--- config.mk ---
export PLATFORM = sky130hd
export DESIGN_NAME = disp_wr_arbiter
export DESIGN_NICKNAME = d
export VERILOG_FILES = /design/src/rtl/disp_wr_arbiter.sv
export SDC_FILE = /design/constraint.sdc
export NUM_CORES = 1
export LEC_CHECK = 0
export CORE_ASPECT_RATIO = 2
export CORE_UTILIZATION = 55
export DETAILED_ROUTE_END_ITERATION = 7
export DONT_BUFFER_PORTS = 1
export PLACE_DENSITY = 0.72
export SYNTH_ARGS = -nofsm -noshare
export SYNTH_HDL_FRONTEND = slang
export SYNTH_SLANG_ARGS = --single-unit
--- constraint.sdc ---
create_clock -name clk -period 1.4 [get_ports clk]
set_input_delay 0.28 -clock clk [delete_from_list [all_inputs] [get_ports clk]]
set_output_delay 0.28 -clock clk [all_outputs]
set_load 0.02 [all_outputs]
--- src/rtl/disp_wr_arbiter.sv ---
// ---------------------------------------------------------------------------
// disp_wr_arbiter
//
// Owns the single write port of the LED display controller's digit memory.
// Two requesters share that port:
//   A - processor / AXI register writes
//   B - FIR status / overlay writes
// After reset, and whenever i_clr pulses, a clear sweep first writes
// CLEAR_VAL into slots 0..DEPTH-1 with the display output disabled. Only then
// are requests accepted. Ties are broken round-robin.
//
// Optional build macro:
//   DISP_ARB_STATS_EN - adds o_cnt_a / o_cnt_b, which are saturating 16-bit
//                       counts of completed transfers per requester.
//
// Ports:
//   clk        in   system clock
//   i_rst_n    in   asynchronous active-low reset
//   i_clr      in   one-cycle pulse that requests a new clear sweep
//   i_vld_a    in   requester A write valid
//   i_addr_a   in   requester A address
//   i_di_a     in   requester A data
//   o_rdy_a    out  requester A ready (combinational); the transfer happens
//                   when i_vld_a & o_rdy_a
//   i_vld_b    in   requester B write valid
//   i_addr_b   in   requester B address
//   i_di_b     in   requester B data
//   o_rdy_b    out  requester B ready (combinational)
//   o_addr     out  registered write address to the display controller
//   o_di       out  registered write data
//   o_we       out  registered write enable, a one-cycle pulse per write
//   o_oe       out  registered display output enable, low while clearing
//   o_busy     out  high while the clear sweep is running
//   o_cnt_a    out  (DISP_ARB_STATS_EN) count of completed A transfers
//   o_cnt_b    out  (DISP_ARB_STATS_EN) count of completed B transfers
// ---------------------------------------------------------------------------
module disp_wr_arbiter #(
    parameter int                 ADDR_W    = 6,
    parameter int                 DATA_W    = 16,
    parameter int                 DEPTH     = 16,
    parameter logic [DATA_W-1:0]  CLEAR_VAL = '0
) (
    input  logic              clk,
    input  logic              i_rst_n,
    input  logic              i_clr,
    input  logic              i_vld_a,
    input  logic [ADDR_W-1:0] i_addr_a,
    input  logic [DATA_W-1:0] i_di_a,
    output logic              o_rdy_a,
    input  logic              i_vld_b,
    input  logic [ADDR_W-1:0] i_addr_b,
    input  logic [DATA_W-1:0] i_di_b,
    output logic              o_rdy_b,
    output logic [ADDR_W-1:0] o_addr,
    output logic [DATA_W-1:0] o_di,
    output logic              o_we,
    output logic              o_oe,
    output logic              o_busy
`ifdef DISP_ARB_STATS_EN
    ,
    output logic [15:0]       o_cnt_a,
    output logic [15:0]       o_cnt_b
`endif
);

    typedef enum logic {
        ST_CLEAR = 1'b0,
        ST_ARB   = 1'b1
    } state_t;

    localparam logic [ADDR_W-1:0] LAST_SLOT = ADDR_W'(DEPTH - 1);

    state_t            state_q;
    logic [ADDR_W-1:0] cnt_q;
    logic [ADDR_W-1:0] cnt_d;
    logic              last_b_q;   // 1: B held the most recent grant
    logic [ADDR_W-1:0] addr_q;
    logic [DATA_W-1:0] di_q;
    logic              we_q;
    logic              oe_q;
    logic              busy_q;

    logic              gnt_a;
    logic              gnt_b;

    // Grant decision. A request is only granted in ARB, and never in a
    // cycle where i_clr is high, because the clear takes priority. When both
    // requesters are valid, the one not granted last wins. Because the
    // pointer starts as "B last", A wins the first tie after reset.
    always_comb begin
        gnt_a = 1'b0;
        gnt_b = 1'b0;
        if (state_q == ST_ARB && !i_clr) begin
            if (i_vld_a && (!i_vld_b || last_b_q)) begin
                gnt_a = 1'b1;
            end else if (i_vld_b) begin
                gnt_b = 1'b1;
            end
        end
    end

    assign o_rdy_a = gnt_a;
    assign o_rdy_b = gnt_b;

    // Sweep counter next value. It wraps to 0 on the last slot, so the next
    // sweep always starts clean. A clear request also restarts it at 0.
    always_comb begin
        cnt_d = cnt_q + ADDR_W'(1);
        if (i_clr || cnt_q == LAST_SLOT) begin
            cnt_d = '0;
        end
    end

    // Control FSM and registered write port. Everything the display
    // controller sees comes from a flop, so the output timing does not depend
    // on the requesters' combinational paths.
    always_ff @(posedge clk or negedge i_rst_n) begin
        if (!i_rst_n) begin
            state_q  <= ST_CLEAR;
            cnt_q    <= '0;
            last_b_q <= 1'b1;
            addr_q   <= '0;
            di_q     <= '0;
            we_q     <= 1'b0;
            oe_q     <= 1'b0;
            busy_q   <= 1'b1;
        end else begin
            case (state_q)
                ST_CLEAR: begin
                    we_q   <= 1'b1;
                    addr_q <= cnt_q;
                    di_q   <= CLEAR_VAL;
                    oe_q   <= 1'b0;
                    busy_q <= 1'b1;
                    cnt_q  <= cnt_d;
                    // A clear request during the sweep only rewinds the
                    // counter. This cycle's write still goes out.
                    if (!i_clr && cnt_q == LAST_SLOT) begin
                        state_q <= ST_ARB;
                    end
                end

                ST_ARB: begin
                    if (i_clr) begin
                        state_q <= ST_CLEAR;
                        cnt_q   <= '0;
                        we_q    <= 1'b0;
                        oe_q    <= 1'b0;
                        busy_q  <= 1'b1;
                    end else begin
                        oe_q   <= 1'b1;
                        busy_q <= 1'b0;
                        we_q   <= gnt_a | gnt_b;
                        // When no write happens, address and data hold their
                        // last values.
                        if (gnt_a) begin
                            addr_q   <= i_addr_a;
                            di_q     <= i_di_a;
                            last_b_q <= 1'b0;
                        end else if (gnt_b) begin
                            addr_q   <= i_addr_b;
                            di_q     <= i_di_b;
                            last_b_q <= 1'b1;
                        end
                    end
                end

                default: begin
                    state_q <= ST_CLEAR;
                    cnt_q   <= '0;
                end
            endcase
        end
    end

    assign o_addr = addr_q;
    assign o_di   = di_q;
    assign o_we   = we_q;
    assign o_oe   = oe_q;
    assign o_busy = busy_q;

`ifdef DISP_ARB_STATS_EN
    logic [15:0] cnt_a_q;
    logic [15:0] cnt_b_q;
    logic [15:0] cnt_a_d;
    logic [15:0] cnt_b_d;

    // Saturating transfer counters. A clear request zeroes them. A grant can
    // never coincide with i_clr, so the clear cannot swallow a transfer.
    always_comb begin
        cnt_a_d = cnt_a_q;
        cnt_b_d = cnt_b_q;
        if (i_clr) begin
            cnt_a_d = '0;
            cnt_b_d = '0;
        end else begin
            if (gnt_a && cnt_a_q != 16'hFFFF) begin
                cnt_a_d = cnt_a_q + 16'd1;
            end
            if (gnt_b && cnt_b_q != 16'hFFFF) begin
                cnt_b_d = cnt_b_q + 16'd1;
            end
        end
    end

    always_ff @(posedge clk or negedge i_rst_n) begin
        if (!i_rst_n) begin
            cnt_a_q <= '0;
            cnt_b_q <= '0;
        end else begin
            cnt_a_q <= cnt_a_d;
            cnt_b_q <= cnt_b_d;
        end
    end

    assign o_cnt_a = cnt_a_q;
    assign o_cnt_b = cnt_b_q;
`endif

endmodule
# ---- Word level (Yosys, flattened, before mapping)
# Cells that the tools add are included.
dict set report classes {
  n_eq_ne 4
  n_addsub 1
  n_mux 26
  n_bitwise 3
  n_reduce_logical 10
}
# operator n
set op_table {}
lappend op_table {{$mux 16} 3}
lappend op_table {{$pmux 16 s2} 1}
lappend op_table {{$mux 6} 5}
lappend op_table {{$pmux 6 s2} 2}
lappend op_table {{$mux 1} 11}
lappend op_table {{$pmux 1 s2} 4}
lappend op_table {{$add 6x1->6 const B} 1}
lappend op_table {{$eq 6x4->1 const B} 1}
lappend op_table {{$ne 2x2->1 const B} 2}
lappend op_table {{$logic_and 1x1->1} 3}
lappend op_table {{$ne 3x1->1 const B} 1}
lappend op_table {{$reduce_and 3->1} 1}
lappend op_table {{$logic_not 1->1} 2}
lappend op_table {{$logic_or 1x1->1} 2}
lappend op_table {{$not 1->1} 2}
lappend op_table {{$reduce_and 2->1} 1}
lappend op_table {{$reduce_bool 2->1} 1}
lappend op_table {{$or 1x1->1} 1}
dict set report totals {
  ff_bits 33
  word_cells 52
  inputBits 49
  output_inout_bits 27
}

# ---- Depth between registers and ports, before layout
# Gate-level depths: netlist of the first run.
dict set report depth {
  ltp_word 9
  ltp_mapped 8
  ltp_nobuf 6
}

# ---- Least setup slack after synthesis of the first run
# Ideal clock, no wire load.
dict set report synth_timing {
  path_kind {register -> register}
  start {register state_q}
  end {register di_q[10], in the netlist o_di[10]}
  setup_ns 0.120
  stages_incl_launch_ff 8
  required_ns 1.280
  arrival_time_ns 1.283
  path_slack_ns -0.003
  path_cell_list {dfrtp_1 buf_6 and3b_4 and2_4 buf_6 buf_12 a22oi_2 nand2_1}
}
# item line_no
set synth_lines {}
lappend synth_lines {{start: declaration} 73} ;# state_t state_q;
lappend synth_lines {{start signal: assignment} 119} ;# state_q <= ST_CLEAR;
lappend synth_lines {{start signal: assignment} 139} ;# state_q <= ST_ARB;
lappend synth_lines {{start signal: assignment} 145} ;# state_q <= ST_CLEAR;
lappend synth_lines {{$logic_and 1x1->1} 93} ;# if (state_q == ST_ARB && !i_clr) begin
lappend synth_lines {{$mux 1} 93}
lappend synth_lines {{via o_rdy_b} 53} ;# output logic o_rdy_b,
lappend synth_lines {{$ne 3x1->1 (no line)} -}
lappend synth_lines {{$reduce_and 2->1 (no line)} -}
lappend synth_lines {{end signal: assignment} 158} ;# di_q <= i_di_a;
lappend synth_lines {{end signal: assignment} 162} ;# di_q <= i_di_b;
lappend synth_lines {{end: declaration} 78} ;# logic [DATA_W-1:0] di_q;
# The timed path passes the listed nets, and every way through them passes these cells. The select of a mux whose other input is x is not followed.
# A chain may end at the register's enable or synchronous reset.

# ---- Final worst setup path of the first run
dict set report layout_timing {
  start {register last_b_q}
  end {output o_rdy_a}
}
dict set report layout_via {
  elab_chain_len 4
}
# item line_no
set layout_lines {}
lappend layout_lines {{start: declaration} 76} ;# logic last_b_q;
lappend layout_lines {{start signal: assignment} 121} ;# last_b_q <= 1'b1;
lappend layout_lines {{start signal: assignment} 159} ;# last_b_q <= 1'b0;
lappend layout_lines {{start signal: assignment} 163} ;# last_b_q <= 1'b1;
lappend layout_lines {{$logic_or 1x1->1} 94} ;# if (i_vld_a && (!i_vld_b || last_b_q)) begin
lappend layout_lines {{$logic_and 1x1->1} 94}
lappend layout_lines {{$mux 1} 94}
lappend layout_lines {{$mux 1} 93}
lappend layout_lines {{end: declaration} 49} ;# output logic o_rdy_a,
# Every way passes these cells.

==> results of run 1 <==
[metal layers]
layer | global-route usage | wire length [um] | up-vias | share of wire
met3 | 0.0838 | 274 | 12 | 0.062
met5 | 0 | 0 | - | 0
li1 | - | - | 589 | -
met4 | 0.117 | 184 | 0 | 0.041
met1 | 0.256 | 1330 | 622 | 0.30
met2 | 0.490 | 2650 | 55 | 0.60
[cells in the mapped netlist]
master                      number  area share
sky130_fd_sc_hd__a21oi_1         3      0.0092
sky130_fd_sc_hd__a22o_1          1      0.0054
sky130_fd_sc_hd__a22oi_1         7       0.032
sky130_fd_sc_hd__a22oi_2        10       0.077
sky130_fd_sc_hd__a311oi_1        1      0.0054
sky130_fd_sc_hd__a31oi_1         1      0.0038
sky130_fd_sc_hd__a41oi_1         1      0.0054
sky130_fd_sc_hd__and2_1          1      0.0038
sky130_fd_sc_hd__and2_4          1      0.0054
sky130_fd_sc_hd__and2b_1         1      0.0046
sky130_fd_sc_hd__and3b_4         1      0.0077
sky130_fd_sc_hd__and4b_1         1      0.0061
sky130_fd_sc_hd__buf_12          1       0.012
sky130_fd_sc_hd__buf_2           1      0.0031
sky130_fd_sc_hd__buf_4           1      0.0046
sky130_fd_sc_hd__buf_6           5       0.035
sky130_fd_sc_hd__clkbuf_1        1      0.0023
sky130_fd_sc_hd__dfrtp_1        31        0.48
sky130_fd_sc_hd__dfstp_2         2       0.032
sky130_fd_sc_hd__ha_1            1      0.0077
sky130_fd_sc_hd__inv_1           4      0.0092
sky130_fd_sc_hd__inv_2           1      0.0023
sky130_fd_sc_hd__mux2i_1         4       0.025
sky130_fd_sc_hd__nand2_1        38       0.087
sky130_fd_sc_hd__nand2b_1        1      0.0038
sky130_fd_sc_hd__nand2b_4        1      0.0084
sky130_fd_sc_hd__nand3_1         8       0.025
sky130_fd_sc_hd__nand3_2         1      0.0061
sky130_fd_sc_hd__nand3b_1        2      0.0092
sky130_fd_sc_hd__nor2_1         11       0.025
sky130_fd_sc_hd__nor2b_1         4       0.015
sky130_fd_sc_hd__o2111ai_1       2       0.011
sky130_fd_sc_hd__o21ai_0         1      0.0031
sky130_fd_sc_hd__o21ai_1         2      0.0061
sky130_fd_sc_hd__o21bai_4        1       0.012
sky130_fd_sc_hd__o22ai_1         1      0.0038
sky130_fd_sc_hd__xnor2_1         2       0.011
[logic make-up (layout without fill, tap and decap cells)]
kind of cell | count (synthesis) | in the layout | share of synthesized area
and+or+nand+nor | 71 | 73 | 0.208
DFF | 33 | 33 | 0.508
AOI/OAI and AO/OA | 31 | 31 | 0.173
buffers and inverters | 14 | 37 | 0.0682
muxes | 4 | 4 | 0.0245
xor gates and xnor gates | 2 | 2 | 0.0107
adders and majority gates | 1 | 1 | 0.00767
[cell usage in the layout, fill, tap and decap left out, types with 3 or more instances in the layout]
| cell type | Yosys | final |
|---|---|---|
| sky130_fd_sc_hd__a21oi_1 | 3 | 3 |
| sky130_fd_sc_hd__a22oi_1 | 7 | 7 |
| sky130_fd_sc_hd__a22oi_2 | 10 | 10 |
| sky130_fd_sc_hd__and2_4 | 1 | 3 |
| sky130_fd_sc_hd__buf_12 | 1 | 3 |
| sky130_fd_sc_hd__buf_4 | 1 | 14 |
| sky130_fd_sc_hd__buf_6 | 5 | 3 |
| sky130_fd_sc_hd__clkbuf_8 | 0 | 5 |
| sky130_fd_sc_hd__dfrtp_1 | 31 | 30 |
| sky130_fd_sc_hd__mux2i_1 | 4 | 4 |
| sky130_fd_sc_hd__nand2_1 | 38 | 30 |
| sky130_fd_sc_hd__nand2_2 | 0 | 7 |
| sky130_fd_sc_hd__nand3_1 | 8 | 6 |
| sky130_fd_sc_hd__nor2_1 | 11 | 11 |
| sky130_fd_sc_hd__nor2b_1 | 4 | 4 |
[power groups by stage]
stage | clock network [W] | registers (W) | logic (W)
6_report | 0.000668 | 0.00100 | 0.000112
5_1_grt | 0.000730 | 0.00100 | 0.000124
4_1_cts | 0.000687 | 0.00100 | 0.000105
3_5_place_dp | 0 | 0.00102 | 0.0000635
3_3_place_gp | 0 | 0.00102 | 0.0000604
2_1_floorplan | 0 | 0.00101 | 0.0000590
[metrics by stage]
| step | setup TNS, ns | area, um^2 | hold slack, ns | power [W] | instances |
|---|---|---|---|---|---|
| floorplan | -0.00260 | 1630 | -0.0156 | 0.00107 | 156 |
| global placement | 0 | 1650 | -0.0150 | 0.00108 | 183 |
| detailed placement | 0 | 1650 | -0.0150 | 0.00108 | 183 |
| CTS | -0.183 | 1920 | 0.0519 | 0.00179 | 204 |
| global route | -2.01 | 2040 | 0.0526 | 0.00186 | 210 |
| finish | -1.22 | 2040 | 0.0604 | 0.00178 | 210 |
[what timing repair did]
| item | CTS | global route |
|---|---|---|
| gates resized for setup | 10 | 18 |
| pin swaps | 4 | 5 |
| buffers inserted | 7 | 5 |
| setup endpoints to repair | 2 | 22 |
| gates cloned | 4 | 1 |
| hold buffers | 2 | 0 |
| endpoints found under the hold margin | 33 | 0 |
[final timing paths]
check / start / end / slack, ns / cells past startpoint
min reg2reg: state_q / o_busy / 0.52 / 1
max: last_b_q / o_rdy_a / -0.13 / 4
max reg2reg: last_b_q / o_di[8] / -0.11 / 9
min in group asynchronous: i_rst_n / o_di[6] / 0.47 / 2
max in group asynchronous: i_rst_n / o_busy / 0.69 / 2
min: i_clr / cnt_q[4] / 0.06 / 1
[sequential cells by signal, indices dropped and copies added (netlist names)]
signal / count
state_q: 1
o_di: 16
o_oe: 1
o_we: 1
o_busy: 1
o_addr: 6
cnt_q: 6
last_b_q: 1
[layout make-up]
| type | instances | share of cell area |
|---|---|---|
| clock buffer | 6 | 0.0356 |
| clock inverter | 2 | 0.00490 |
| inverter | 5 | 0.0116 |
| multi-input combinational | 111 | 0.382 |
| sequential | 33 | 0.406 |
| tap | 29 | 0.0178 |
| timing repair buffer | 24 | 0.142 |
==> metrics.sh, run 1 <==
SWITCHING_POWER_W=0.000407
MULTI_INPUT_AREA_UM2=779
ROUTED-VIA-COUNT=1278
CTS.PATH.MAX_BUFFERS=2
DESIGN.DIE.AREA_MM2=0.00320
TIMING_WORST_SLEW_PIN_VALUE_NS=0.266
SYNTH_FP_NETS=206
CLOCK_POWER_SHARE=0.375
POWER.COMBINATIONAL.FRACTION=0.063
POST_SYNTH_NUM_CELL_TYPES=37
WORSTSETUPENDPOINTTYPE='primary output'
STATUS='complete, but fails checks'
CLK_TRANSITION_REPORTED_PATHS_NS=0.06
REQUIRED_NS=1.12
START_UTIL=0.589
POST_DRT_VIA_CELL_RATIO=6.09
FIRST_PASS_DETAILED_ROUTE_ITERATION_TOTAL=4
SYNTH_CELLS=156
CP_SLOWEST_STAGE_DELAY_NS=0.55
TOTAL_CLOCK_SINKS=33
ROUTABILITY_CONGESTION_ESTIMATE=0.939
PORT_BUFS=0
CRIT_PATH_DAT_NS=1.25
POWER_DENSITY_mW_PER_MM2=874
MAXCAPVIOLCOUNT=0
SYNTH.YOSYS.WARNINGS=0
LEAKAGE_nW=0.991
AREA_DELTA_SYNTH_FINAL_PCT=25.1
GRTUSAGETOTAL=0.274
TIMING.FINAL.CRIT_PERIOD_NS=1.53
HIGHEST_CLOCK_RATE_MHz=653
HPWL_UM=2700
NETS=230
CRIT_PATH_MAX_FANOUT=5
POST_SYNTH_INSTANCE_AREA_MM2=0.00163
POST_SYNTH.CELL_AREA_AVG_UM2=10.5
CRITICAL_PATH.STARTPOINT_TYPE='register'
CTS-BUFFERS-INSERTED=5
FINAL.SETUP_SKEW_NS=0.00467
CRITICAL-PATH-SLOWEST-CELL='sky130_fd_sc_hd__dfstp_2'
SETUP_VIOLATIONS=16
FAILED_CHECKS='negative setup slack'
CP_NUM_BUF_INV=2
SYNTH.FF_LATCH_COUNT=33
WORST_IR_DROP_VDD_mV=0.855
POWER_REPORT.INTERNAL_TOTAL_W=0.00138
DRT-INITIAL-DRC-COUNT=16
RELSLEWSLACK=0.822
CTS-HTREE-LEVELS=2
TRITONCTS='yes'
NUM_IO_PINS=76
ROUTE.DETAILED.DRC=0
GRT_MAX_DEGREE=34
POWER.SHARE.SEQUENTIAL=0.563
DIE_H_UM=79.0
DRIVE_GT1_FRAC=0.370
FINAL_WS_SETUP_NS=-0.132
FINALHOLDVIOLATIONS=0
WL_UM=4440
CTS_ROOT_BUF='sky130_fd_sc_hd__clkbuf_8'
AREA.SEQUENTIAL_UM2=830
N_FILL_CELL=194
GLOBALROUTEOVERFLOWTOTAL=0
WIRE_LENGTH_OF_THE_FIRST_GLOBAL_ROUTING_PASS_UM=5900
VIA_COUNT_OF_THE_FIRST_GLOBAL_ROUTING_PASS=1291
ANT_NETS=0
CLOCK_INSERTION_DELAY_WORST_SKEW_NS=0.28
DETAIL_ROUTE.WL_PER_CELL_UM=21.2
POST-PLACE-WS_NS=0.0330
ANTENNA_FOUND_INITIAL=0
PERIOD_SHARE=1.09
DRV_SLEW=0
PATH_DELAY_FAMILY='flip-flops'
RSZ_0062_RAISED_AFTER_GLOBAL_ROUTING='yes'
CRIT_PATH_CELL_TRACE='nand2b_4 > nand3_4 > inv_4 > buf_12'
POSTLAYOUTCOREUTIL=0.737
INSERTEDDIODECOUNT=0
PLACEMENTROWS=27
CRITICAL_PATH_TYPE='register to primary output'
SWSHARE=0.228
SYNTH_SEQ_AREA_SHARE=0.508
DIE_W_UM=40.5
HOLD_PATH.CLASS='primary input to register'
CORE_AREA_MM2=0.00277
No activity file was read; power rests on OpenSTA's default activity.
==> inputs of run 2 (changes only) <==
--- a/config.mk
+++ b/config.mk
@@ -7,8 +7,10 @@
 export LEC_CHECK = 0
 export CORE_ASPECT_RATIO = 2
+export CORE_MARGIN = 2
 export CORE_UTILIZATION = 55
 export DETAILED_ROUTE_END_ITERATION = 7
 export DONT_BUFFER_PORTS = 1
 export PLACE_DENSITY = 0.72
+export RECOVER_POWER = 100
 export SYNTH_ARGS = -nofsm -noshare
 export SYNTH_HDL_FRONTEND = slang
==> constraint.sdc (replaced) <==
create_clock -name clk -period 1.4 [get_ports clk]
set_input_delay 0.07 -clock clk [delete_from_list [all_inputs] [get_ports clk]]
set_output_delay 0.07 -clock clk [all_outputs]
set_load 0.02 [all_outputs]
==> run 2 against run 1 <==
  * The run still ends with negative setup slack left
  * Clock skew down 0.0021 ns
  * Wire length up 16%
  * Maximum frequency up 5.9%
  * Sequential power about the same
  * Worst setup slack better by 0.085 ns
  * Register-to-register slack better by 0.13 ns
  * Sequential share of layout area down 5.1 points
  * Flip-flop and latch count unchanged
  * Global-route usage up 1.5 points
  * Clock-buffer cell count up 1
  * Final cell count up 18%
  * Critical path depth up 1
  * Largest power group unchanged
==> metrics.sh, run 2 (synthesis results as in run 1) <==
DESIGN.DIE.AREA_MM2=0.00344
NETS=266
CP_NUM_BUF_INV=3
WORST_IR_DROP_VDD_mV=0.846
CRIT_PATH_CELL_TRACE='nand2b_4 > nand3_4 > clkinv_4 > buf_6 > buf_6'
DRT-INITIAL-DRC-COUNT=59
MAXCAPVIOLCOUNT=0
PERIOD_SHARE=1.03
FINAL_WS_SETUP_NS=-0.0469
R2R_SETUP_SLK_NS=0.02
DRV_SLEW=0
NUM_IO_PINS=76
CRITICAL_PATH_DEPTH=5
HOLDPATHEND='o_oe'
TIMING_WORST_SLEW_PIN_VALUE_NS=0.798
CTS-BUFFERS-INSERTED=5
TRITONCTS='yes'
POST_DRT_VIA_CELL_RATIO=6.14
TOTAL_CLOCK_SINKS=33
DRIVE_GT1_FRAC=0.240
DIE_W_UM=42.5
CTS-HTREE-LEVELS=2
MOSTFREQUENTLAYOUTCELLS='sky130_fd_sc_hd__dlygate4sd3_1 (46), sky130_fd_sc_hd__nand2_1 (38), sky130_fd_sc_hd__dfrtp_1 (30)'
FINAL.SETUP_SKEW_NS=0.00254
RSZ_0062_RAISED_AFTER_GLOBAL_ROUTING='yes'
CRIT_PATH_DAT_NS=1.38
MIN_DELAY_PATH_DEPTH=2
GLOBALROUTEOVERFLOWTOTAL=0
FIRST_PASS_DETAILED_ROUTE_ITERATION_TOTAL=4
FINALHOLDVIOLATIONS=0
WL_UM=5180
CTS_ROOT_BUF='sky130_fd_sc_hd__clkbuf_8'
NUMBER_OF_CELLS_ON_THE_WORST_REG_TO_REG_PATH=5
FIN_SETUP_TNS_NS=-0.0469
CRITICAL-PATH-SLOWEST-CELL='sky130_fd_sc_hd__dfstp_2'
ROUTED-VIA-COUNT=1516
CRIT_PATH_FREQUENT_CELL='sky130_fd_sc_hd__buf_6'
CRITICAL_PATH.STARTPOINT_TYPE='register'
POST-PLACE-WS_NS=0.0310
REQUIRED_NS=1.33
WORSTSETUPENDPOINTTYPE='primary output'
STATUS='complete, but fails checks'
HPWL_UM=2700
PORT_BUFS=0
SETUP_VIOLATIONS=1
AREA_DELTA_SYNTH_FINAL_PCT=43.1
RR_STARTPOINT='state_q'
HOLD_PATH.CLASS='primary input to register'
START_UTIL=0.561
POSTLAYOUTCOREUTIL=0.803
HOLDCRITSTARTPOINT='i_clr'
GRTUSAGETOTAL=0.288
INSERTEDDIODECOUNT=0
CRIT_PATH_MAX_FANOUT=6
RELSLEWSLACK=0.468
FLIP_FLOP_COUNT_OF_THE_LARGEST_REGISTER_ALL_COPIES_AND_WORDS_ADDED=16
HIGHEST_CLOCK_RATE_MHz=691
CP_SLOWEST_STAGE_DELAY_NS=0.56
GRT_MAX_DEGREE=34
LEAKAGE_nW=1.09
DETAIL_ROUTE.WL_PER_CELL_UM=21.0
CLOCK_INSERTION_DELAY_WORST_SKEW_NS=0.28
FAILED_CHECKS='negative setup slack'
ANT_NETS=0
PLACEMENTROWS=28
WIRE_LENGTH_OF_THE_FIRST_GLOBAL_ROUTING_PASS_UM=7280
PATH_DELAY_FAMILY='flip-flops'
RR_ENDPOINT='o_di[9]'
ANTENNA_FOUND_INITIAL=0
TIMING.FINAL.CRIT_PERIOD_NS=1.45
CTS.PATH.MAX_BUFFERS=2
CORE_AREA_MM2=0.00291
CLK_TRANSITION_REPORTED_PATHS_NS=0.07
ROUTE.DETAILED.DRC=0
CRITICAL_PATH_TYPE='register to primary output'
LAYOUT_COMMONEST_CELL='sky130_fd_sc_hd__dlygate4sd3_1'
POWER_DENSITY_mW_PER_MM2=852
DIE_H_UM=81.0
VIA_COUNT_OF_THE_FIRST_GLOBAL_ROUTING_PASS=1515
ROUTABILITY_CONGESTION_ESTIMATE=0.893
==> run 2: layer usage <==
metal,wire [um],vias to the layer above,global-route usage
met3,322,26,0.0733
li1,-,654,-
met5,0,-,0
met2,2780,92,0.488
met1,1780,744,0.304
met4,291,0,0.206
==> run 2: worst max path at each step <==
stage	slack (ns)	end	startpoint
floorplan	-0.003	o_di[10]	state_q
global placement	0.08	cnt_q[5]	state_q
detailed placement	0.03	cnt_q[5]	state_q
CTS	-0.03	o_rdy_a	last_b_q
global route	-0.09	o_rdy_a	last_b_q
finish	-0.05	o_rdy_a	last_b_q
==> run 2: layout make-up <==
class | count | area (um^2)
Sequential cell | 33 | 830
Multi-Input combinational cell | 109 | 744
Timing Repair Buffer | 62 | 598
Fill cell | 162 | 573
Clock buffer | 7 | 96.3
Tap cell | 30 | 37.5
Inverter | 5 | 23.8
Clock inverter | 1 | 5.00
==> run 2: power breakdown <==
group	switching [W]	total, W	internal (W)
registers	0.0000295	0.00100	0.000973
clock network	0.000338	0.000782	0.000444
logic	0.0000812	0.000205	0.000124
==> run 2: what timing repair did <==
action                     4_1_cts  5_1_grt
resized for setup               10        9
hold buffers                    46        1
buffers inserted                 2        4
pin swaps                        2        5
setup endpoints to repair        2       14
hold endpoints to repair        62        1
==> run 2: stage by stage <==
step | area (um^2) | total power, W | hold slack (ns) | std cells
floorplan | 1630 | 0.00107 | -0.226 | 156
global placement | 1640 | 0.00108 | -0.225 | 186
detailed placement | 1640 | 0.00108 | -0.225 | 186
CTS | 2270 | 0.00199 | 0.0120 | 242
global route | 2330 | 0.00207 | 0.00408 | 247
finish | 2330 | 0.00199 | 0.0123 | 247
==> inputs of run 3 (changes only) <==
Settings changed: CORE_ASPECT_RATIO 2 to default, CORE_UTILIZATION 55 to 66, PLACE_DENSITY 0.72 to 0.81.
Clock period 1.4 ns to 1.68 ns, I/O delays scaled along.
==> run 3 against run 2 <==
  * The flow now finishes without violations
  * Register-to-register slack better by 0.08 ns
  * Flip-flop and latch count unchanged
  * Worst setup slack improved by 0.072 ns
  * Clock-buffer cell count unchanged
  * Core utilization increased by 11 points
  * Critical path depth unchanged
  * Final area decreased by 5.8%
  * Critical path type unchanged
  * Critical endpoint unchanged
==> metrics.sh, run 3 (synthesis results as in run 1) <==
AREA_DELTA_SYNTH_FINAL_PCT=34.8
DRIVE_GT1_FRAC=0.193
N_FILL_CELL=80
POWER_REPORT.INTERNAL_TOTAL_W=0.00116
CRITICAL_PATH_TYPE='register to primary output'
CLK_TRANSITION_REPORTED_PATHS_NS=0.11
FIN_SETUP_TNS_NS=0
VIA_COUNT_OF_THE_FIRST_GLOBAL_ROUTING_PASS=1490
CRITICAL-PATH-SLOWEST-CELL='sky130_fd_sc_hd__dfstp_2'
ROUTE.DETAILED.DRC=0
HOLDCRITSTARTPOINT='i_vld_a'
MIN_DELAY_PATH_DEPTH=3
FINAL_WS_SETUP_NS=0.0251
ANT_NETS=0
WORSTSETUPENDPOINTTYPE='primary output'
NUM_IO_PINS=76
NUMBER_OF_CELLS_ON_THE_WORST_REG_TO_REG_PATH=5
CRIT_PATH_CELL_TRACE='nand2b_4 > nand3_2 > inv_2 > buf_6 > buf_4'
CTS-BUFFERS-INSERTED=5
ROUTED-VIA-COUNT=1612
POWER.SHARE.SEQUENTIAL=0.542
WIRE_LENGTH_OF_THE_FIRST_GLOBAL_ROUTING_PASS_UM=7330
DIE_H_UM=53.7
HPWL_UM=2520
RR_STARTPOINT='state_q'
PERIOD_SHARE=0.985
CTS.PATH.MAX_BUFFERS=2
TRITONCTS='yes'
POWER.COMBINATIONAL.FRACTION=0.115
CLOCK_POWER_SHARE=0.343
DESIGN.DIE.AREA_MM2=0.00289
INSERTEDDIODECOUNT=0
HOLDPATHEND='o_addr[5]'
LEAKAGE_nW=1.06
CRITICAL_PATH.STARTPOINT_TYPE='register'
FLIP_FLOP_COUNT_OF_THE_LARGEST_REGISTER_ALL_COPIES_AND_WORDS_ADDED=16
HOLD_PATH.CLASS='primary input to register'
DRT-INITIAL-DRC-COUNT=93
SWSHARE=0.247
STATUS='completed'
DP.CELLS=183
POSTLAYOUTCOREUTIL=0.913
POWER_AFTER_LAYOUT_W=0.00154
REQUIRED_NS=1.60
FIRST_PASS_DETAILED_ROUTE_ITERATION_TOTAL=7
FINALHOLDVIOLATIONS=0
R2R_SETUP_SLK_NS=0.10
GRT_MAX_DEGREE=34
CRIT_PATH_DAT_NS=1.57
CRIT_PATH_MAX_FANOUT=10
CP_SLOWEST_STAGE_DELAY_NS=0.56
DIE_W_UM=53.7
MOSTFREQUENTLAYOUTCELLS='sky130_fd_sc_hd__dlygate4sd3_1 (44), sky130_fd_sc_hd__nand2_1 (38), sky130_fd_sc_hd__dfrtp_1 (30)'
CTS-HTREE-LEVELS=2
DRV_SLEW=0
CLOCK_INSERTION_DELAY_WORST_SKEW_NS=0.34
POWER_DENSITY_mW_PER_MM2=700
HIGHEST_CLOCK_RATE_MHz=604
NETS=261
PORT_BUFS=0
DETAIL_ROUTE.WL_PER_CELL_UM=24.8
START_UTIL=0.677
TOTAL_CLOCK_SINKS=33
CORE_AREA_MM2=0.00241
MAXCAPVIOLCOUNT=0
POST_DRT_VIA_CELL_RATIO=6.66
SWITCHING_POWER_W=0.000380
ROUTABILITY_CONGESTION_ESTIMATE=0.772
RELSLEWSLACK=0.473
GRTUSAGETOTAL=0.378
LAYOUT_COMMONEST_CELL='sky130_fd_sc_hd__dlygate4sd3_1'
CTS_ROOT_BUF='sky130_fd_sc_hd__clkbuf_4'
SETUP_VIOLATIONS=0
RR_ENDPOINT='cnt_q[5]'
LAYOUTNONFILLERINSTCOUNT=242
PLACEMENTROWS=18
POST-PLACE-WS_NS=0.247
TIMING_WORST_SLEW_PIN_VALUE_NS=0.791
ANTENNA_FOUND_INITIAL=0
GLOBALROUTEOVERFLOWTOTAL=0
FINAL.SETUP_SKEW_NS=0.0144
WORST_IR_DROP_VDD_mV=0.776
TIMING.FINAL.CRIT_PERIOD_NS=1.65
WL_UM=5990
==> run 3: power by group through the flow <==
| stage | clock [W] | combinational [W] | sequential [W] |
|---|---|---|---|
| global route | 0.000565 | 0.000189 | 0.000837 |
| global placement | 0 | 0.0000503 | 0.000847 |
| CTS | 0.000516 | 0.000166 | 0.000832 |
| floorplan | 0 | 0.0000499 | 0.000844 |
| finish | 0.000528 | 0.000177 | 0.000835 |
| detailed placement | 0 | 0.0000522 | 0.000848 |
==> run 3: routing by layer <==
metal  track usage  up-vias  share of wire
li1              -      644              -
met1         0.419      754           0.32
met2         0.622      165           0.49
met3         0.119       49           0.12
met4         0.244        0          0.065
met5             0        -              0
==> run 3: area by class of cell <==
cell class                      count  area [um^2]  area share
Multi-Input combinational cell    109          699       0.318
Sequential cell                    33          830       0.377
Inverter                            5         18.8     0.00853
Clock buffer                        7         65.1      0.0296
Timing Repair Buffer               57          544       0.247
Clock inverter                      1         5.00     0.00228
Tap cell                           30         37.5      0.0171
==> run 3: repair_timing <==
item                                    in CTS  in global routing
gates resized for setup                      3                  2
endpoints found under the hold margin       64                  0
endpoints found under the setup margin       1                  1
hold buffers                                46                  0
buffers inserted                             0                  5
==> run 3: how the worst max path moves through the flow <==
stage,startpoint,endpoint,slack (ns),cells after the start
floorplan,state_q,o_di[10],0.28,7
global placement,state_q,o_di[14],0.32,4
detailed placement,state_q,cnt_q[5],0.25,5
CTS,i_clr,o_rdy_a,0.02,7
global route,state_q,o_rdy_a,-0.02,6
finish,last_b_q,o_rdy_a,0.03,5
==> run 3: through the flow <==
step / hold WS (ns) / instance area [um^2]
detailed placement: -0.211 / 1620
floorplan: -0.212 / 1630
global placement: -0.211 / 1620
CTS: 0.000394 / 2170
finish: 0.0343 / 2200
global route: 0.0200 / 2200
==> run 3: worst max-delay path: cells and delay by family, from the launching register on <==
kind	cells	cell delay, ns
flip-flops	1	0.56
buffers and inverters	3	0.41
AND/OR/NAND/NOR	2	0.27
